## src/rtl/dcache_pkg.sv

```systemverilog
// Shared geometry, array types, controller state encoding and address helpers
// for the direct-mapped data cache.
package dcache_pkg;

  localparam int NUM_IDX_BITS      = 6;
  localparam int BLOCK_OFFSET_BITS = 2;
  localparam int NUM_TAG_BITS      = 32 - NUM_IDX_BITS - BLOCK_OFFSET_BITS - 2;
  localparam int WORDS_PER_BLOCK   = 2 ** BLOCK_OFFSET_BITS;

  typedef logic [WORDS_PER_BLOCK-1:0][31:0] cache_data_block;

  typedef struct packed {
    logic                    valid;
    logic                    dirty;
    logic [NUM_TAG_BITS-1:0] tag;
  } cache_metadata_block;

  typedef enum logic [2:0] {
    IDLE,
    LOOKUP,
    REFILL_REQ,
    REFILL_WAIT,
    INSTALL,
    WB_REQ,
    RESP
  } dcache_state_e;

  function automatic logic [31:0] blk_addr(input logic [NUM_TAG_BITS-1:0] tag,
                                           input logic [NUM_IDX_BITS-1:0] idx);
    return {tag, idx, {(BLOCK_OFFSET_BITS + 2){1'b0}}};
  endfunction

  function automatic logic [BLOCK_OFFSET_BITS-1:0] word_sel(input logic [31:0] addr);
    return addr[BLOCK_OFFSET_BITS+1:2];
  endfunction

endpackage

```

## src/rtl/dcache_word_merge.sv

```systemverilog
// Replaces one 32-bit word of a cache block; shared by the store-hit and
// store-miss install paths.
module dcache_word_merge
  import dcache_pkg::*;
(
  input  cache_data_block              blk,
  input  logic [BLOCK_OFFSET_BITS-1:0] offset,
  input  logic [31:0]                  word,
  output cache_data_block              merged
);

  always_comb begin
    merged         = blk;
    merged[offset] = word;
  end

endmodule

```

## src/rtl/dcache_ctrl.sv

```systemverilog
// Direct-mapped data cache sequencer: tag lookup, write-allocate refill,
// dirty-victim writeback, one request in flight.
module dcache_ctrl
  import dcache_pkg::*;
(
  input  logic                clk_i,
  input  logic                rst_i,
  input  logic                req_valid_i,
  input  logic                req_we_i,
  input  logic [31:0]         req_addr_i,
  input  logic [31:0]         req_wdata_i,
  output logic                req_ready_o,
  output logic                resp_valid_o,
  output logic [31:0]         resp_rdata_o,
  output logic                arr_rd_en_o,
  output logic [31:0]         arr_rd_addr_o,
  input  cache_data_block     arr_rd_data_i,
  input  cache_metadata_block arr_rd_tag_i,
  output logic                arr_wr_en_o,
  output logic                arr_is_repair_o,
  output logic                arr_is_repair_dirty_o,
  output logic [31:0]         arr_wr_addr_o,
  output cache_data_block     arr_wr_data_o,
  input  logic                arr_wb_evicted_en_i,
  input  cache_data_block     arr_wb_evicted_block_i,
  output logic                mem_req_valid_o,
  output logic                mem_req_we_o,
  output logic [31:0]         mem_req_addr_o,
  output cache_data_block     mem_req_wdata_o,
  input  logic                mem_req_ready_i,
  input  logic                mem_resp_valid_i,
  input  cache_data_block     mem_resp_data_i
);

  dcache_state_e             state_q, state_d;
  logic [31:0]               addr_q;
  logic                      we_q;
  logic [31:0]               wdata_q;
  logic [NUM_TAG_BITS-1:0]   victim_tag_q;
  cache_data_block           victim_q;
  logic                      wb_pend_q;
  cache_data_block           refill_q;
  logic [31:0]               rdata_q;

  logic                      hit;
  cache_data_block           merge_base;
  cache_data_block           merged;
  logic [NUM_IDX_BITS-1:0]   idx_q;
  logic [NUM_TAG_BITS-1:0]   tag_q;

  assign tag_q = addr_q[31 -: NUM_TAG_BITS];
  assign idx_q = addr_q[BLOCK_OFFSET_BITS+2 +: NUM_IDX_BITS];
  assign hit   = arr_rd_tag_i.valid && (arr_rd_tag_i.tag == tag_q);

  dcache_word_merge u_merge (
    .blk    (merge_base),
    .offset (word_sel(addr_q)),
    .word   (wdata_q),
    .merged (merged)
  );

  // Outputs are forced low while rst_i is high so an abort drops any
  // in-flight memory request in the same cycle.
  always_comb begin
    state_d               = state_q;
    merge_base            = arr_rd_data_i;
    req_ready_o           = 1'b0;
    resp_valid_o          = 1'b0;
    resp_rdata_o          = '0;
    arr_rd_en_o           = 1'b0;
    arr_rd_addr_o         = '0;
    arr_wr_en_o           = 1'b0;
    arr_is_repair_o       = 1'b0;
    arr_is_repair_dirty_o = 1'b0;
    arr_wr_addr_o         = '0;
    arr_wr_data_o         = '0;
    mem_req_valid_o       = 1'b0;
    mem_req_we_o          = 1'b0;
    mem_req_addr_o        = '0;
    mem_req_wdata_o       = '0;
    if (!rst_i) begin
      unique case (state_q)
        IDLE: begin
          req_ready_o = 1'b1;
          if (req_valid_i) state_d = LOOKUP;
        end
        LOOKUP: begin
          arr_rd_en_o   = 1'b1;
          arr_rd_addr_o = addr_q;
          if (hit) begin
            if (we_q) begin
              arr_wr_en_o   = 1'b1;
              arr_wr_addr_o = addr_q;
              arr_wr_data_o = merged;
            end
            state_d = RESP;
          end else begin
            state_d = REFILL_REQ;
          end
        end
        REFILL_REQ: begin
          mem_req_valid_o = 1'b1;
          mem_req_addr_o  = blk_addr(tag_q, idx_q);
          if (mem_req_ready_i) state_d = REFILL_WAIT;
        end
        REFILL_WAIT: begin
          if (mem_resp_valid_i) state_d = INSTALL;
        end
        INSTALL: begin
          merge_base            = refill_q;
          arr_wr_en_o           = 1'b1;
          arr_is_repair_o       = 1'b1;
          arr_is_repair_dirty_o = we_q;
          arr_wr_addr_o         = addr_q;
          arr_wr_data_o         = we_q ? merged : refill_q;
          state_d               = arr_wb_evicted_en_i ? WB_REQ : RESP;
        end
        WB_REQ: begin
          mem_req_valid_o = wb_pend_q;
          mem_req_we_o    = 1'b1;
          mem_req_addr_o  = blk_addr(victim_tag_q, idx_q);
          mem_req_wdata_o = victim_q;
          if (mem_req_ready_i || !wb_pend_q) state_d = RESP;
        end
        RESP: begin
          resp_valid_o = 1'b1;
          resp_rdata_o = rdata_q;
          state_d      = IDLE;
        end
        default: state_d = IDLE;
      endcase
    end
  end

  always_ff @(posedge clk_i) begin
    if (rst_i) begin
      state_q      <= IDLE;
      addr_q       <= '0;
      we_q         <= 1'b0;
      wdata_q      <= '0;
      victim_tag_q <= '0;
      victim_q     <= '0;
      wb_pend_q    <= 1'b0;
      refill_q     <= '0;
      rdata_q      <= '0;
    end else begin
      state_q <= state_d;
      if (state_q == IDLE && req_valid_i) begin
        addr_q  <= req_addr_i;
        we_q    <= req_we_i;
        wdata_q <= req_wdata_i;
      end
      if (state_q == LOOKUP) begin
        if (hit) rdata_q <= we_q ? 32'h0 : arr_rd_data_i[word_sel(addr_q)];
        else     victim_tag_q <= arr_rd_tag_i.tag;
      end
      if (state_q == REFILL_WAIT && mem_resp_valid_i) refill_q <= mem_resp_data_i;
      if (state_q == INSTALL) begin
        wb_pend_q <= arr_wb_evicted_en_i;
        victim_q  <= arr_wb_evicted_block_i;
        rdata_q   <= we_q ? 32'h0 : refill_q[word_sel(addr_q)];
      end
    end
  end

endmodule

```

## config.mk

```make
export PLATFORM = sky130hd
export DESIGN_NAME = dcache_ctrl
export DESIGN_NICKNAME = d
export VERILOG_FILES = /design/src/rtl/dcache_pkg.sv /design/src/rtl/dcache_word_merge.sv /design/src/rtl/dcache_ctrl.sv
export SDC_FILE = /design/constraint.sdc
export NUM_CORES = 1
export LEC_CHECK = 0
export CAP_MARGIN = 20
export CORE_AREA = 2 2 343 345
export CTS_BUF_LIST = sky130_fd_sc_hd__clkbuf_4 sky130_fd_sc_hd__clkbuf_8 sky130_fd_sc_hd__clkbuf_16
export DETAILED_ROUTE_END_ITERATION = 8
export DIE_AREA = 0 0 345 347
export GPL_TIMING_DRIVEN = 0
export PLACE_DENSITY = 0.48
export SYNTH_ARGS = -nofsm -noshare
export SYNTH_HDL_FRONTEND = slang
export SYNTH_HIERARCHICAL = 1
export SYNTH_SLANG_ARGS = --single-unit
```

## constraint.sdc

```tcl
create_clock -name clk_i -period 5.84 [get_ports clk_i]
set_input_delay 1.752 -clock clk_i [delete_from_list [all_inputs] [get_ports clk_i]]
set_output_delay 1.752 -clock clk_i [all_outputs]
set_load 0.02 [all_outputs]
```

### After elaboration in Yosys (flattened, before gate mapping)

Cells that the tools add are included.

| storage, ports and cells | value |
|---|---|
| bits in registers | 379 |
| bits in latches | 0 |
| bits in writable memories | 0 |
| bits in read-only memories | 0 |
| input bits | 479 |
| output and inout bits | 392 |
| memories | 0 |

| operators by class | value |
|---|---|
| $add $sub $neg | 0 |
| $mul | 0 |
| divide/modulo/power cells | 0 |
| order comparisons | 2 |
| equality and inequality tests | 11 |
| shift operators | 0 |
| multiplexer cells | 56 |
| bitwise logic cells | 1 |
| reductions and logical operators | 12 |

Operators by type and width:

| cell | count |
|---|---|
| 128-bit 2-to-1 mux | 8 |
| 32-bit 2-to-1 mux | 16 |
| 128-bit one-hot mux with 2 select lines | 1 |
| 32-bit binary-select mux with 2-bit select | 2 |
| 128-bit bitwise mux | 1 |
| 32-bit one-hot mux with 2 select lines | 2 |
| 32-bit demux with 2-bit select | 1 |
| 22-bit equality test | 1 |
| 3-bit one-hot mux with 6 select lines | 1 |
| 1-bit 2-to-1 mux | 16 |
| 3-bit 2-to-1 mux | 5 |
| 3-bit equality test, second input constant | 3 |
| 2-bit inequality test, second input constant | 4 |
| 3-bit by 2-bit equality test with 1-bit output, second input constant | 2 |
| 1-bit logical AND | 4 |
| 1-bit one-hot mux with 2 select lines | 2 |
| 2-bit AND reduction | 2 |
| 4-bit AND reduction | 1 |
| 2-bit nonzero test | 2 |
| 3-bit by 1-bit equality test with 1-bit output, second input constant | 1 |
| 3-bit logical NOT | 1 |
| 2-bit by 3-bit less-than comparator with 1-bit output, second input constant | 1 |
| 2-bit by 1-bit greater-or-equal comparator with 1-bit output, second input constant | 1 |
| 2-bit 2-to-1 mux | 1 |
| other kinds (3) | 3 |

### Longest topological paths before layout

Gate-level depths: netlist of run 1.

| depth | value |
|---|---|
| depth after elaboration | 9 |
| gate-level depth with buffers | 10 |
| depth with buffers taken out | 7 |

### Cells and area by module

The synthesis of run 1 kept the hierarchy.

Modules (own cells, without submodules):

| module | instances | cells an instance | area each (um^2) | sequential area each (um^2) |
|---|---|---|---|---|
| dcache_ctrl | 1 | 2875 | 21625.7 | 7587.3 |
| dcache_word_merge | 1 | 146 | 1576.5 | 0.0 |

### Worst setup path after synthesis of run 1

OpenSTA, ideal clock, no wires.

| path | value |
|---|---|
| path kind | input port to output port |
| start | input port arr_rd_tag_i[21] (netlist bit) |
| end | output port arr_wr_addr_o[0] |
| arrival | 3337 ps |
| data required time | 4088 ps |
| setup slack | 751 ps |
| stages on the path | 7 |
| cell sequence | xnor2_1 nand4_1 nor4_1 a21oi_1 buf_2 buf_2 nor3_1 |

| on the way | value |
|---|---|
| word-level cells in the longest chain between the ends | 5 |

Ends and longest elaborated chain:

| item | line | text |
|---|---|---|
| start: declaration | dcache_ctrl.sv:18 | `input cache_metadata_block arr_rd_tag_i,` |
| 22-bit equality test | dcache_ctrl.sv:53 | `assign hit = arr_rd_tag_i.valid && (arr_rd_tag_i.tag == tag_q);` |
| 1-bit logical AND | dcache_ctrl.sv:53 |  |
| 32-bit 2-to-1 mux | dcache_ctrl.sv:90 | `if (hit) begin` |
| 32-bit one-hot mux with 2 select lines | dcache_ctrl.sv:82 | `unique case (state_q)` |
| 32-bit 2-to-1 mux | dcache_ctrl.sv:81 | `if (!rst_i) begin` |
| end: declaration | dcache_ctrl.sv:22 | `output logic [31:0] arr_wr_addr_o,` |

No other way between the ends.

### Worst setup path in the final report of run 1

| path | value |
|---|---|
| start | input port rst_i |
| end | output port arr_rd_addr_o[16] |

| on the way | value |
|---|---|
| word-level cells in the longest chain between the ends | 1 |

Ends and longest elaborated chain:

| item | line | text |
|---|---|---|
| start: declaration | dcache_ctrl.sv:7 | `input logic rst_i,` |
| 32-bit 2-to-1 mux | dcache_ctrl.sv:81 |  |
| end: declaration | dcache_ctrl.sv:16 | `output logic [31:0] arr_rd_addr_o,` |

No other way between the ends.

==> flow_summary.json, run 1 <==
{
  "initial_utilization": 0.2005,
  "clkSinkCount": 379,
  "cts.hold.buffers_added": 0,
  "skew_ns": 0.02641,
  "firstDrtPassIters": 5,
  "worstHoldPathCells": 2,
  "synth_xor_area_frac": 0.008305,
  "die_h_um": 347,
  "yosysWarnings": 6,
  "crit_path_max_fanout": 11,
  "yosys.area_share.simple": 0.2757,
  "fin_util": 0.3173,
  "max-slew-margin-rel": 0.1616,
  "drt.antenna.violating_nets": 0,
  "synth-async-reset-ratio": 0,
  "rows": 125,
  "cts_tree": "yes",
  "ctsRootBufferMaster": "clkbuf_16",
  "min_period_ns": 5.797,
  "ys.flop_type": "dfxtp_1",
  "rr_endpoint": "wdata_q[26]$_SDFFE_PP0P_",
  "p_leak_nw": 13.26,
  "synth_area_per_cell_um2": 7.680,
  "fin_nets": 4440,
  "totalPowerFinal_mw": 7.993,
  "worstHoldEndpoint": "victim_q[48]$_SDFFE_PP0P_",
  "worst_pin_slew_ns": 1.248,
  "fillers": 12606,
  "place.gp.congestion": 0.9488,
  "max_freq_mhz": 172.5,
  "yosys-mux-area-fraction": 0.2252,
  "worst_ep_arrival_time_ns": 4.05,
  "synth_seq_cells": 379,
  "fin_crit_sh": 0.9927,
  "rr_worst_depth": 7,
  "critPathRequiredTime_ns": 4.09,
  "drc": 0,
  "grt_max_degree": 15,
  "yosysSeqAreaShare": 0.3270,
  "hold_class": "reg2reg",
  "drv_slew": 0,
  "wl_per_cell_um": 28.66,
  "wirelength_um": 159100,
  "startpoint_type": "input pin",
  "crit_path_end_kind": "primary output",
  "insertion_delay_ns": 0.64,
  "grt_pass1_vias": 26170,
  "gr-total-overflow": 0,
  "dp_hpwl_um": 129700,
  "syn_to_final_growth_pct": 58.27,
  "rsz0062_at_grt": "yes",
  "reg2reg_from": "state_q[0]$_SDFFE_PP0P_",
  "drive_gt1_frac": 0.2185,
  "clk_path_buf_depth": 3,
  "die_w_um": 345,
  "timing_worst_setup_path_type": "in2out",
  "layout_common_cells": "843 x nand2_1, 681 x clkdlybuf4s50_1, 441 x a21oi_1, 379 x dfxtp_1, 283 x mux2_2",
  "final.setup.tns_ns": 0,
  "antenna_found_initial": 45,
  "die_area_um2": 119700,
  "placed_cell_area_um2": 33920,
  "core-area_um2": 115700,
  "drt_iter0_markers": 1989,
  "stdcell_area_um2": 36720,
  "synth_top_family_by_area": "simple AND/OR/NAND/NOR gates",
  "htreeDepth": 2,
  "finalHoldViolations": 0,
  "grt_use_total": 0.2564,
  "io_buffers": 865,
  "cts.clk_slew.worst_paths_ns": 0.06,
  "yosysUniqueCellTypes": 36,
  "rrSetupSlack_ns": 2.61,
  "finalSetupViolCount": 0,
  "vias": 26318,
  "synth_fa_ha_area_frac": 0,
  "ir_drop_uv": 173.0,
  "grt_pass1_wl_um": 215900,
  "syn_inst": 3021,
  "outcome": "finished, final reports clean",
  "netlist_area_um2": 23200,
  "cts_buffers": 52,
  "holdCritStartpoint": "victim_q[48]$_SDFFE_PP0P_",
  "final_common_cell": "nand2_1",
  "maxCapViolations": 0,
  "p_per_area_nw_per_um2": 217.7,
  "viasPerCell": 4.742,
  "ioPinCount": 871,
  "synth_edf_count": 0,
  "synth_compound_area_frac": 0.1085
}
stage by stage:
stage                     instances  hold WS, ns  worst slack, ns
after floorplan                3024       0.4317           0.7513
after global placement         5413       0.4372           -2.913
after detailed placement       5422       0.4418           -2.579
after CTS                      5529       0.4507         -0.04401
after global routing           5540       0.4679        -0.001394
final                          5550       0.4494          0.04277
cell families (layout without fill, tap and decap cells):
| family | after synthesis | after routing |
|---|---|---|
| compound gates | 483 | 483 |
| other cells | 1 | 25 |
| xor+xnor | 22 | 22 |
| buf+inv | 285 | 1266 |
| flops | 379 | 379 |
| simple gates | 1445 | 1445 |
| mux | 406 | 406 |
worst max-delay path by stage:
stage,slack [ns],end,start,depth (start not counted)
floorplan,0.75,arr_wr_addr_o[0],arr_rd_tag_i[21],7
global placement,-2.91,arr_wr_data_o[98],rst_i,7
detailed placement,-2.58,arr_wr_data_o[98],rst_i,8
CTS,-0.04,arr_wr_data_o[30],arr_rd_tag_i[15],9
global route,-0.001,arr_wr_data_o[6],arr_rd_tag_i[2],10
finish,0.04,arr_rd_addr_o[16],rst_i,6
cell type report:
type                       instances  area [um2]  area share
antenna                           21       52.55    0.001431
buffer                           281        1485     0.04044
clock buffer                      71        1500     0.04085
clock inverter                    27       401.6     0.01094
inverter                           1       3.754   0.0001022
multi-input combinational       2360       15410      0.4196
sequential                       379        7587      0.2066
tap                             1524        1907     0.05193
timing repair buffer             886        8377      0.2281
timing repair:
action / 4_1_cts / 5_1_grt
resized for setup: 919 / 128
setup endpoints to repair: 356 / 98
cloned: 1 / 0
buffers inserted: 10 / 0
pin swaps: 31 / 5
sequential cells by signal, summed over array words and instances (netlist names):
name	cells
state_q	3
we_q	1
refill_q	128
victim_tag_q	22
rdata_q	32
wb_pend_q	1
wdata_q	32
addr_q	32
victim_q	128
worst max-delay path, cell delays in order:
cell and delay, ns:
dlygate4sd2_1 0.31, clkbuf_8 0.25, nor2_2 0.40, clkbuf_1 0.37
and2_1 0.30, clkdlybuf4s50_1 0.65
cell usage after synthesis, types with 22 or more instances:
cell type,number,share of area
mux2i_1,54,0.023
and2_1,200,0.054
xnor2_1,22,0.0083
dfxtp_1,379,0.33
a22o_1,22,0.0083
clkbuf_1,171,0.028
a21oi_1,455,0.098
nor3_1,162,0.035
mux4_2,64,0.062
mux2_2,283,0.14
nor2_1,138,0.022
buf_2,64,0.014
nand2_1,843,0.14
nand2b_1,80,0.022
per-layer routing:
metal | vias up | routed length [um] | part of all wire | GRT usage
li1 | 12080 | - | - | -
met5 | - | 211 | 0.0013 | 0
met2 | 1299 | 76410 | 0.48 | 0.4396
met4 | 34 | 6592 | 0.041 | 0.1036
met1 | 12612 | 63690 | 0.40 | 0.3051
met3 | 293 | 12170 | 0.077 | 0.06440
power by group:
part           total [mW]  switching (mW)  internal, mW
logic                1.58           0.864         0.720
clock network        3.60            1.40          2.20
registers            2.81           0.128          2.68
Note: power is estimated with default switching activity, not from simulation.
==> run 2, diff against run 1 <==
- ABC_CLOCK_PERIOD_IN_PS: not set -> 5840
==> results of run 2 <==
The final DEF is identical to that of run 1; final timing and power are the same.
